### src/rtl/mdu_pkg.sv
// Shared definitions for the iterative multiply/divide unit: op encodings, FSM states and
// small op-decode helpers.
package mdu_pkg;

  typedef enum logic [1:0] {
    MDU_MULT  = 2'b00,
    MDU_MULTU = 2'b01,
    MDU_DIV   = 2'b10,
    MDU_DIVU  = 2'b11
  } mdu_op_e;

  typedef enum logic [1:0] {
    IDLE,
    CALC,
    FIN
  } mdu_state_e;

  function automatic logic op_is_div(logic [1:0] op);
    return (op == MDU_DIV) || (op == MDU_DIVU);
  endfunction

  function automatic logic op_is_signed(logic [1:0] op);
    return (op == MDU_MULT) || (op == MDU_DIV);
  endfunction

endpackage

### src/rtl/mdu_sign_fix.sv
// Conditional two's-complement negate: abs() on operand entry, sign restore on result exit.
module mdu_sign_fix #(
  parameter int unsigned N = 32
) (
  input  logic [N-1:0] x,
  input  logic         neg,
  output logic [N-1:0] y
);

  assign y = neg ? -x : x;

endmodule

### src/rtl/mdu_iter.sv
// Iterative multiply/divide unit: radix-2 shift-add multiply and restoring divide on
// magnitudes, with sign correction at the end, flush-cancel and divide-by-zero reporting.
module mdu_iter
  import mdu_pkg::*;
#(
  parameter int unsigned WIDTH    = 32,
  parameter bit          MUL_FAST = 1'b0,
  parameter int unsigned CNT_W    = $clog2(WIDTH + 1)
) (
  input  logic             clk,
  input  logic             rst,
  input  logic             start,
  input  logic [1:0]       op,
  input  logic [WIDTH-1:0] a,
  input  logic [WIDTH-1:0] b,
  input  logic             flush,
  output logic             busy,
  output logic             stall,
  output logic             done,
  output logic [WIDTH-1:0] hi,
  output logic [WIDTH-1:0] lo,
  output logic             dz
);

  localparam int unsigned W2 = 2 * WIDTH;

  mdu_state_e       state_q, state_d;
  logic [W2-1:0]    acc_q, acc_d;
  logic [WIDTH-1:0] opnd_q, opnd_d, araw_q, araw_d, hi_q, hi_d, lo_q, lo_d;
  logic [CNT_W-1:0] cnt_q, cnt_d;
  logic             div_q, div_d, neg_lo_q, neg_lo_d, neg_hi_q, neg_hi_d;
  logic             done_q, done_d, dz_q, dz_d;

  logic             idle, accept, in_div, a_neg, b_neg;
  logic [WIDTH-1:0] a_abs, b_abs, quo, rem;
  logic [W2-1:0]    prod, fast_prod, mul_step, div_step;
  logic [WIDTH:0]   mul_sum, rem_sh, diff;

  assign idle   = (state_q == IDLE);
  assign accept = idle & start & ~flush;
  assign in_div = op_is_div(op);
  assign a_neg  = op_is_signed(op) & a[WIDTH-1];
  assign b_neg  = op_is_signed(op) & b[WIDTH-1];

  mdu_sign_fix #(.N(WIDTH)) u_abs_a (.x(a), .neg(a_neg), .y(a_abs));
  mdu_sign_fix #(.N(WIDTH)) u_abs_b (.x(b), .neg(b_neg), .y(b_abs));
  mdu_sign_fix #(.N(W2)) u_fix_prod (.x(acc_q), .neg(neg_lo_q), .y(prod));
  mdu_sign_fix #(.N(WIDTH)) u_fix_quo (.x(acc_q[WIDTH-1:0]), .neg(neg_lo_q), .y(quo));
  mdu_sign_fix #(.N(WIDTH)) u_fix_rem (.x(acc_q[W2-1:WIDTH]), .neg(neg_hi_q), .y(rem));

  if (MUL_FAST) begin : g_fast
    assign fast_prod = W2'(a_abs) * W2'(b_abs);
  end else begin : g_iter
    assign fast_prod = '0;
  end

  // Multiply: acc = {partial, multiplier}; add multiplicand on LSB, shift right.
  assign mul_sum  = {1'b0, acc_q[W2-1:WIDTH]} + (acc_q[0] ? {1'b0, opnd_q} : '0);
  assign mul_step = {mul_sum, acc_q[WIDTH-1:1]};

  // Divide: acc = {remainder, dividend/quotient}; WIDTH+1-bit trial keeps the carry-out.
  assign rem_sh   = acc_q[W2-1:WIDTH-1];
  assign diff     = rem_sh - {1'b0, opnd_q};
  assign div_step = diff[WIDTH] ? {rem_sh[WIDTH-1:0], acc_q[WIDTH-2:0], 1'b0}
                                : {diff[WIDTH-1:0], acc_q[WIDTH-2:0], 1'b1};

  always_comb begin
    state_d  = state_q;
    acc_d    = acc_q;
    opnd_d   = opnd_q;
    araw_d   = araw_q;
    cnt_d    = cnt_q;
    div_d    = div_q;
    neg_lo_d = neg_lo_q;
    neg_hi_d = neg_hi_q;
    hi_d     = hi_q;
    lo_d     = lo_q;
    dz_d     = dz_q;
    done_d   = 1'b0;

    unique case (state_q)
      IDLE: begin
        if (accept) begin
          div_d    = in_div;
          araw_d   = a;
          opnd_d   = in_div ? b_abs : a_abs;
          acc_d    = {{WIDTH{1'b0}}, (in_div ? a_abs : b_abs)};
          neg_lo_d = a_neg ^ b_neg;
          neg_hi_d = a_neg;
          cnt_d    = '0;
          dz_d     = 1'b0;
          if (MUL_FAST && !in_div) begin
            acc_d   = fast_prod;
            state_d = FIN;
          end else begin
            state_d = CALC;
          end
        end
      end
      CALC: begin
        acc_d = div_q ? div_step : mul_step;
        cnt_d = cnt_q + CNT_W'(1);
        if (cnt_q == CNT_W'(WIDTH - 1)) state_d = FIN;
      end
      FIN: begin
        state_d = IDLE;
        done_d  = 1'b1;
        if (div_q && (opnd_q == '0)) begin
          hi_d = araw_q;
          lo_d = '1;
          dz_d = 1'b1;
        end else if (div_q) begin
          hi_d = rem;
          lo_d = quo;
        end else begin
          hi_d = prod[W2-1:WIDTH];
          lo_d = prod[WIDTH-1:0];
        end
      end
      default: state_d = IDLE;
    endcase

    // Flush abandons the operation without touching the architectural results.
    if (flush && !idle) begin
      state_d = IDLE;
      done_d  = 1'b0;
      hi_d    = hi_q;
      lo_d    = lo_q;
      dz_d    = dz_q;
    end
  end

  always_ff @(posedge clk) begin
    if (rst) begin
      state_q  <= IDLE;
      acc_q    <= '0;
      opnd_q   <= '0;
      araw_q   <= '0;
      cnt_q    <= '0;
      div_q    <= 1'b0;
      neg_lo_q <= 1'b0;
      neg_hi_q <= 1'b0;
      hi_q     <= '0;
      lo_q     <= '0;
      dz_q     <= 1'b0;
      done_q   <= 1'b0;
    end else begin
      state_q  <= state_d;
      acc_q    <= acc_d;
      opnd_q   <= opnd_d;
      araw_q   <= araw_d;
      cnt_q    <= cnt_d;
      div_q    <= div_d;
      neg_lo_q <= neg_lo_d;
      neg_hi_q <= neg_hi_d;
      hi_q     <= hi_d;
      lo_q     <= lo_d;
      dz_q     <= dz_d;
      done_q   <= done_d;
    end
  end

  assign busy  = !idle && !done_q;
  assign stall = (start & idle & ~flush) | busy;
  assign done  = done_q;
  assign hi    = hi_q;
  assign lo    = lo_q;
  assign dz    = dz_q;

endmodule

### config.mk
export PLATFORM = sky130hd
export DESIGN_NAME = mdu_iter
export DESIGN_NICKNAME = d
export VERILOG_FILES = /design/src/rtl/mdu_pkg.sv /design/src/rtl/mdu_sign_fix.sv /design/src/rtl/mdu_iter.sv
export SDC_FILE = /design/constraint.sdc
export NUM_CORES = 1
export LEC_CHECK = 0
export BUFFER_PORTS_ARGS = -buffer_cell sky130_fd_sc_hd__buf_2
export CAP_MARGIN = 10
export CELL_PAD_IN_SITES_DETAIL_PLACEMENT = 1
export CELL_PAD_IN_SITES_GLOBAL_PLACEMENT = 2
export CORE_ASPECT_RATIO = 1.75
export CORE_UTILIZATION = 37
export DETAILED_ROUTE_END_ITERATION = 10
export HOLD_SLACK_MARGIN = 0.02
export PLACE_DENSITY = 0.86
export SKIP_LAST_GASP = 1
export SYNTH_ARGS = -nofsm -noshare
export SYNTH_HDL_FRONTEND = slang
export SYNTH_HIERARCHICAL = 1
export SYNTH_SLANG_ARGS = --single-unit
export TNS_END_PERCENT = 30
### constraint.sdc
create_clock -name clk -period 4 [get_ports clk]
set_clock_uncertainty 0.1 [all_clocks]
set_input_delay 0.4 -clock clk [delete_from_list [all_inputs] [get_ports clk]]
set_output_delay 0.4 -clock clk [all_outputs]
set_load 0.02 [all_outputs]
==> out/qor.log <==
INFO  routing        drt_first_pass_iters=5
INFO  clock_network  htree_num_levels=1
INFO  synth          mappedNetlistArea=0.0179mm²
INFO  final_layout   area.growth.synth_to_final=14.5%
INFO  sta            share_of_the_clock_period_used_by_the_worst_path_after_layout=92.6%
INFO  sta            timing_max_transition_violations_final=0
INFO  final_layout   nets=2557
INFO  clock_network  post_cts_buffers=0
INFO  routing        drtIter0Drc=928
INFO  clock_network  cts.repair.resized=0
INFO  setup_path     critical_path_class=flip-flop to flip-flop
INFO  global_route   antenna_found_initial=0
INFO  floorplan      dieWidth=168µm
INFO  sta            finalSetupViolations=0
INFO  setup_path     cp_slowest_stage_delay=0.54ns
INFO  sta            timing_worst_slew_pin_value=1.12ns
INFO  routing        num_vias=18700
INFO  floorplan      floorplan.io_pins=138
INFO  synth          synth-async-reset-ratio=0%
INFO  routing        vias_per_cell=6.09
INFO  final_layout   layout-drive-gt1-share=14.1%
INFO  status         outcome=finished, final reports clean
INFO  routing        drc=0
INFO  setup_path     slowest_stage=sky130_fd_sc_hd__dfxtp_1
INFO  clock_network  clkLatencyLatePin=0.56ns
INFO  worst_hold_path timing.hold.worst.class=input pin to flip-flop
INFO  clock_network  cts_tree=yes
INFO  clock_network  cts_buffer_depth=3
INFO  final_layout   n_antenna_cell=0
INFO  placed_design  place_hpwl=59.1mm
INFO  setup_path     worst_setup_path_startpoint=acc_q[0]$_SDFFE_PP0P_
INFO  setup_path     cp_data_arrival_time=4.08ns
INFO  sta            rsz0062_at_grt=no
INFO  synth          synthDominantAreaCellType=sky130_fd_sc_hd__dfxtp_1
INFO  setup_path     crit_path_max_fanout=13
INFO  placed_design  placedInstanceArea=0.0197mm²
INFO  setup_path     endpoint_kind=flip-flop
INFO  setup_path     worstPathBufferInverterCount=1
INFO  placed_design  numPortBuffers=137
INFO  routing        routed_wirelength=76.1mm
INFO  synth          synthesis.nets=2438
INFO  sta            slew-limit-headroom=25.0%
INFO  clock_network  cts-root-buf=sky130_fd_sc_hd__clkbuf_16
INFO  floorplan      row_count=106
INFO  synth          synthDominantCellAreaShare=22.9%
INFO  flow_run       maxCapViolCount=0
INFO  final_layout   non_filler_cell_area_final=0.0205mm²
INFO  power          lkg_pwr=8.21nW
INFO  sta            fmax=0.270GHz
INFO  clock_network  tritoncts.num_buffers=23
INFO  floorplan      starting_density_of_the_core=37.5%
INFO  clock_network  cts.sinks=205
INFO  global_route   wire_length_of_the_first_global_routing_pass=116mm
INFO  final_layout   fillCellCount=5872
INFO  sta            whs=0.0360ns
INFO  setup_path     crit_chain=buf_4 -> and2_1 -> ha_1 -> a21o_1 -> a311o_1 -> a31o_1 -> a2111oi_4 -> a21oi_2 -> a211o_1 -> a21oi_1 -> mux2_2 -> o211ai_1
INFO  synth          syn-mean-instance-area=7.81µm²
INFO  placed_design  gp_routability_congestion=1.00
INFO  global_route   grt.overflow.total=0
INFO  synth          yosys-top-cells-area=sky130_fd_sc_hd__dfxtp_1, sky130_fd_sc_hd__xnor2_1, sky130_fd_sc_hd__mux2i_1
INFO  worst_hold_path hp-start=a[8]
INFO  synth          synth_edf_count=0
INFO  routing        routedWlPerCell=24.7µm
INFO  setup_path     start_kind=flip-flop
INFO  floorplan      die_h=293µm
INFO  sta            fin_tns_setup=0ns
INFO  global_route   track_usage=30.4%
INFO  global_route   first_global_vias=20000
INFO  synth          number_of_unique_standard_cell_types_used_by_synthesis=83
INFO  power          pwr_density_cell=308mW/mm²
INFO  setup_path     critical-path-top-delay-family=compound AO/OA/AOI/OAI gates
INFO  floorplan      die_area=0.0494mm²
INFO  synth          synth-seq-cells=205
INFO  sta            report.final.hold_viol_count=0
INFO  setup_path     worst_ep_required_time=4.37ns
INFO  power          power_consumption=6.34mW
INFO  routing        drt.antenna.violating_nets=0
INFO  synth          synth_top_flop_cell=sky130_fd_sc_hd__dfxtp_1
INFO  final_layout   fin_util=42.9%
INFO  setup_path     r2r-start=acc_q[0]$_SDFFE_PP0P_
INFO  synth          syn-instance-count=2296
INFO  power          peakVddDrop=299µV
INFO  synth          yosysWarningCount=6
INFO  sta            finalCriticalPeriod=3.70ns
INFO  synth          yosysSeqAreaShare=22.9%
INFO  global_route   grt_start_max_net_pins=116
INFO  floorplan      std_cell_core_area=0.0479mm²
INFO  clock_network  clkSlewWorstSetupHoldPaths=0.06ns
==> where the power goes <==
| group | total, mW | switching (mW) | internal, mW |
|---|---|---|---|
| registers | 2.25 | 0.137 | 2.12 |
| clock network | 2.38 | 0.971 | 1.41 |
| logic | 1.71 | 1.07 | 0.636 |
| total | 6.34 | 2.18 | 4.16 |
==> through the flow <==
| step | std cells | worst slack, ns |
|---|---|---|
| finish | 3078 | 0.296 |
| global placement | 3037 | 0.334 |
| CTS | 3078 | 0.290 |
| global route | 3078 | 0.0292 |
| floorplan | 2296 | 0.654 |
| detailed placement | 3037 | 0.304 |
==> kinds of logic (layout without fill, tap and decap cells) <==
| group | count (synthesis) | count (layout) | synth area share [%] |
|---|---|---|---|
| AND/OR/NAND/NOR | 679 | 679 | 18.8 |
| buffers and inverters | 231 | 365 | 5.23 |
| XOR/XNOR | 224 | 224 | 10.9 |
| multiplexers | 179 | 179 | 10.0 |
| AO/OA/AOI/OAI | 706 | 706 | 27.0 |
| adder cells (fa/ha/maj) | 72 | 72 | 5.10 |
| flip-flops | 205 | 205 | 22.9 |
==> cell usage after synthesis (40+ instances only) <==
cell type and number:
sky130_fd_sc_hd__nand2_1 239, sky130_fd_sc_hd__dfxtp_1 205, sky130_fd_sc_hd__xnor2_1 203, sky130_fd_sc_hd__mux2i_1 175, sky130_fd_sc_hd__nor2_1 154, sky130_fd_sc_hd__a21oi_1 150
sky130_fd_sc_hd__o21ai_0 127, sky130_fd_sc_hd__clkbuf_1 124, sky130_fd_sc_hd__a211oi_1 108, sky130_fd_sc_hd__inv_1 80, sky130_fd_sc_hd__ha_1 70, sky130_fd_sc_hd__o31ai_1 57
sky130_fd_sc_hd__o41ai_1 52, sky130_fd_sc_hd__o211ai_1 46, sky130_fd_sc_hd__a31oi_1 40
==> registers in the layout (all words and copies together) (netlist names) <==
register / flops
dz: 1
state_q: 2
lo: 32
araw_q: 32
hi: 32
done: 1
div_q: 1
cnt_q: 6
opnd_q: 32
neg_hi_q: 1
acc_q: 64
neg_lo_q: 1
==> final timing paths <==
check / end / slack, ns / cells past startpoint
worst min register to register: araw_q[3]$_SDFFE_PP0P_ / 0.36 / 2
worst max-delay path: acc_q[60]$_SDFFE_PP0P_ / 0.30 / 12
worst max register to register: acc_q[60]$_SDFFE_PP0P_ / 0.30 / 12
worst min-delay path: araw_q[8]$_SDFFE_PP0P_ / 0.04 / 3
==> area by class of cell <==
cell class	instances	area, µm²	share of cell area, %
Multi-Input combinational cell	1860	12900	62.9
Clock buffer	31	657	3.20
Clock inverter	9	151	0.737
Timing Repair Buffer	244	1580	7.71
Inverter	81	304	1.48
Tap cell	648	811	3.95
Sequential cell	205	4110	20.0
==> routing by layer <==
layer  part of all wire, %  vias up  track usage [%]
met1                    35     9235             30.0
met4                   8.9        0             24.5
met5                     0        -                0
met2                    52      500             57.0
li1                      -     8732                -
met3                   3.4      270             3.18
==> cells in the final DEF (no fill, tap or decap), types with 23 or more instances in the layout <==
master                      instances
sky130_fd_sc_hd__dfxtp_1          203
sky130_fd_sc_hd__and2_1            33
sky130_fd_sc_hd__a211oi_1         108
sky130_fd_sc_hd__nand2_1          239
sky130_fd_sc_hd__nor4_1            30
sky130_fd_sc_hd__nand2b_1          26
sky130_fd_sc_hd__o21ai_0          127
sky130_fd_sc_hd__or4_1             23
sky130_fd_sc_hd__a31oi_1           40
sky130_fd_sc_hd__ha_1              70
sky130_fd_sc_hd__inv_1             80
sky130_fd_sc_hd__clkbuf_16         24
sky130_fd_sc_hd__nor2_1           154
sky130_fd_sc_hd__o211ai_1          46
sky130_fd_sc_hd__a21oi_1          150
sky130_fd_sc_hd__o31ai_1           57
sky130_fd_sc_hd__a21o_1            26
sky130_fd_sc_hd__or3_1             26
sky130_fd_sc_hd__buf_2            135
sky130_fd_sc_hd__nand3_1           25
sky130_fd_sc_hd__buf_4            101
sky130_fd_sc_hd__o41ai_1           52
sky130_fd_sc_hd__xnor2_1          203
sky130_fd_sc_hd__mux2i_1          175
==> tightest hold or removal path, stage by stage <==
cell and delay (ns):
sky130_fd_sc_hd__buf_2 0.12, sky130_fd_sc_hd__nand2_1 0.06, sky130_fd_sc_hd__a21oi_1 0.05
==> timing repair <==
action / in CTS / in global routing
endpoints found under the hold margin: 1 / 0
endpoints found under the setup margin: 0 / 0
hold buffers: 1 / 0
No activity file was read; power rests on OpenSTA's default activity.
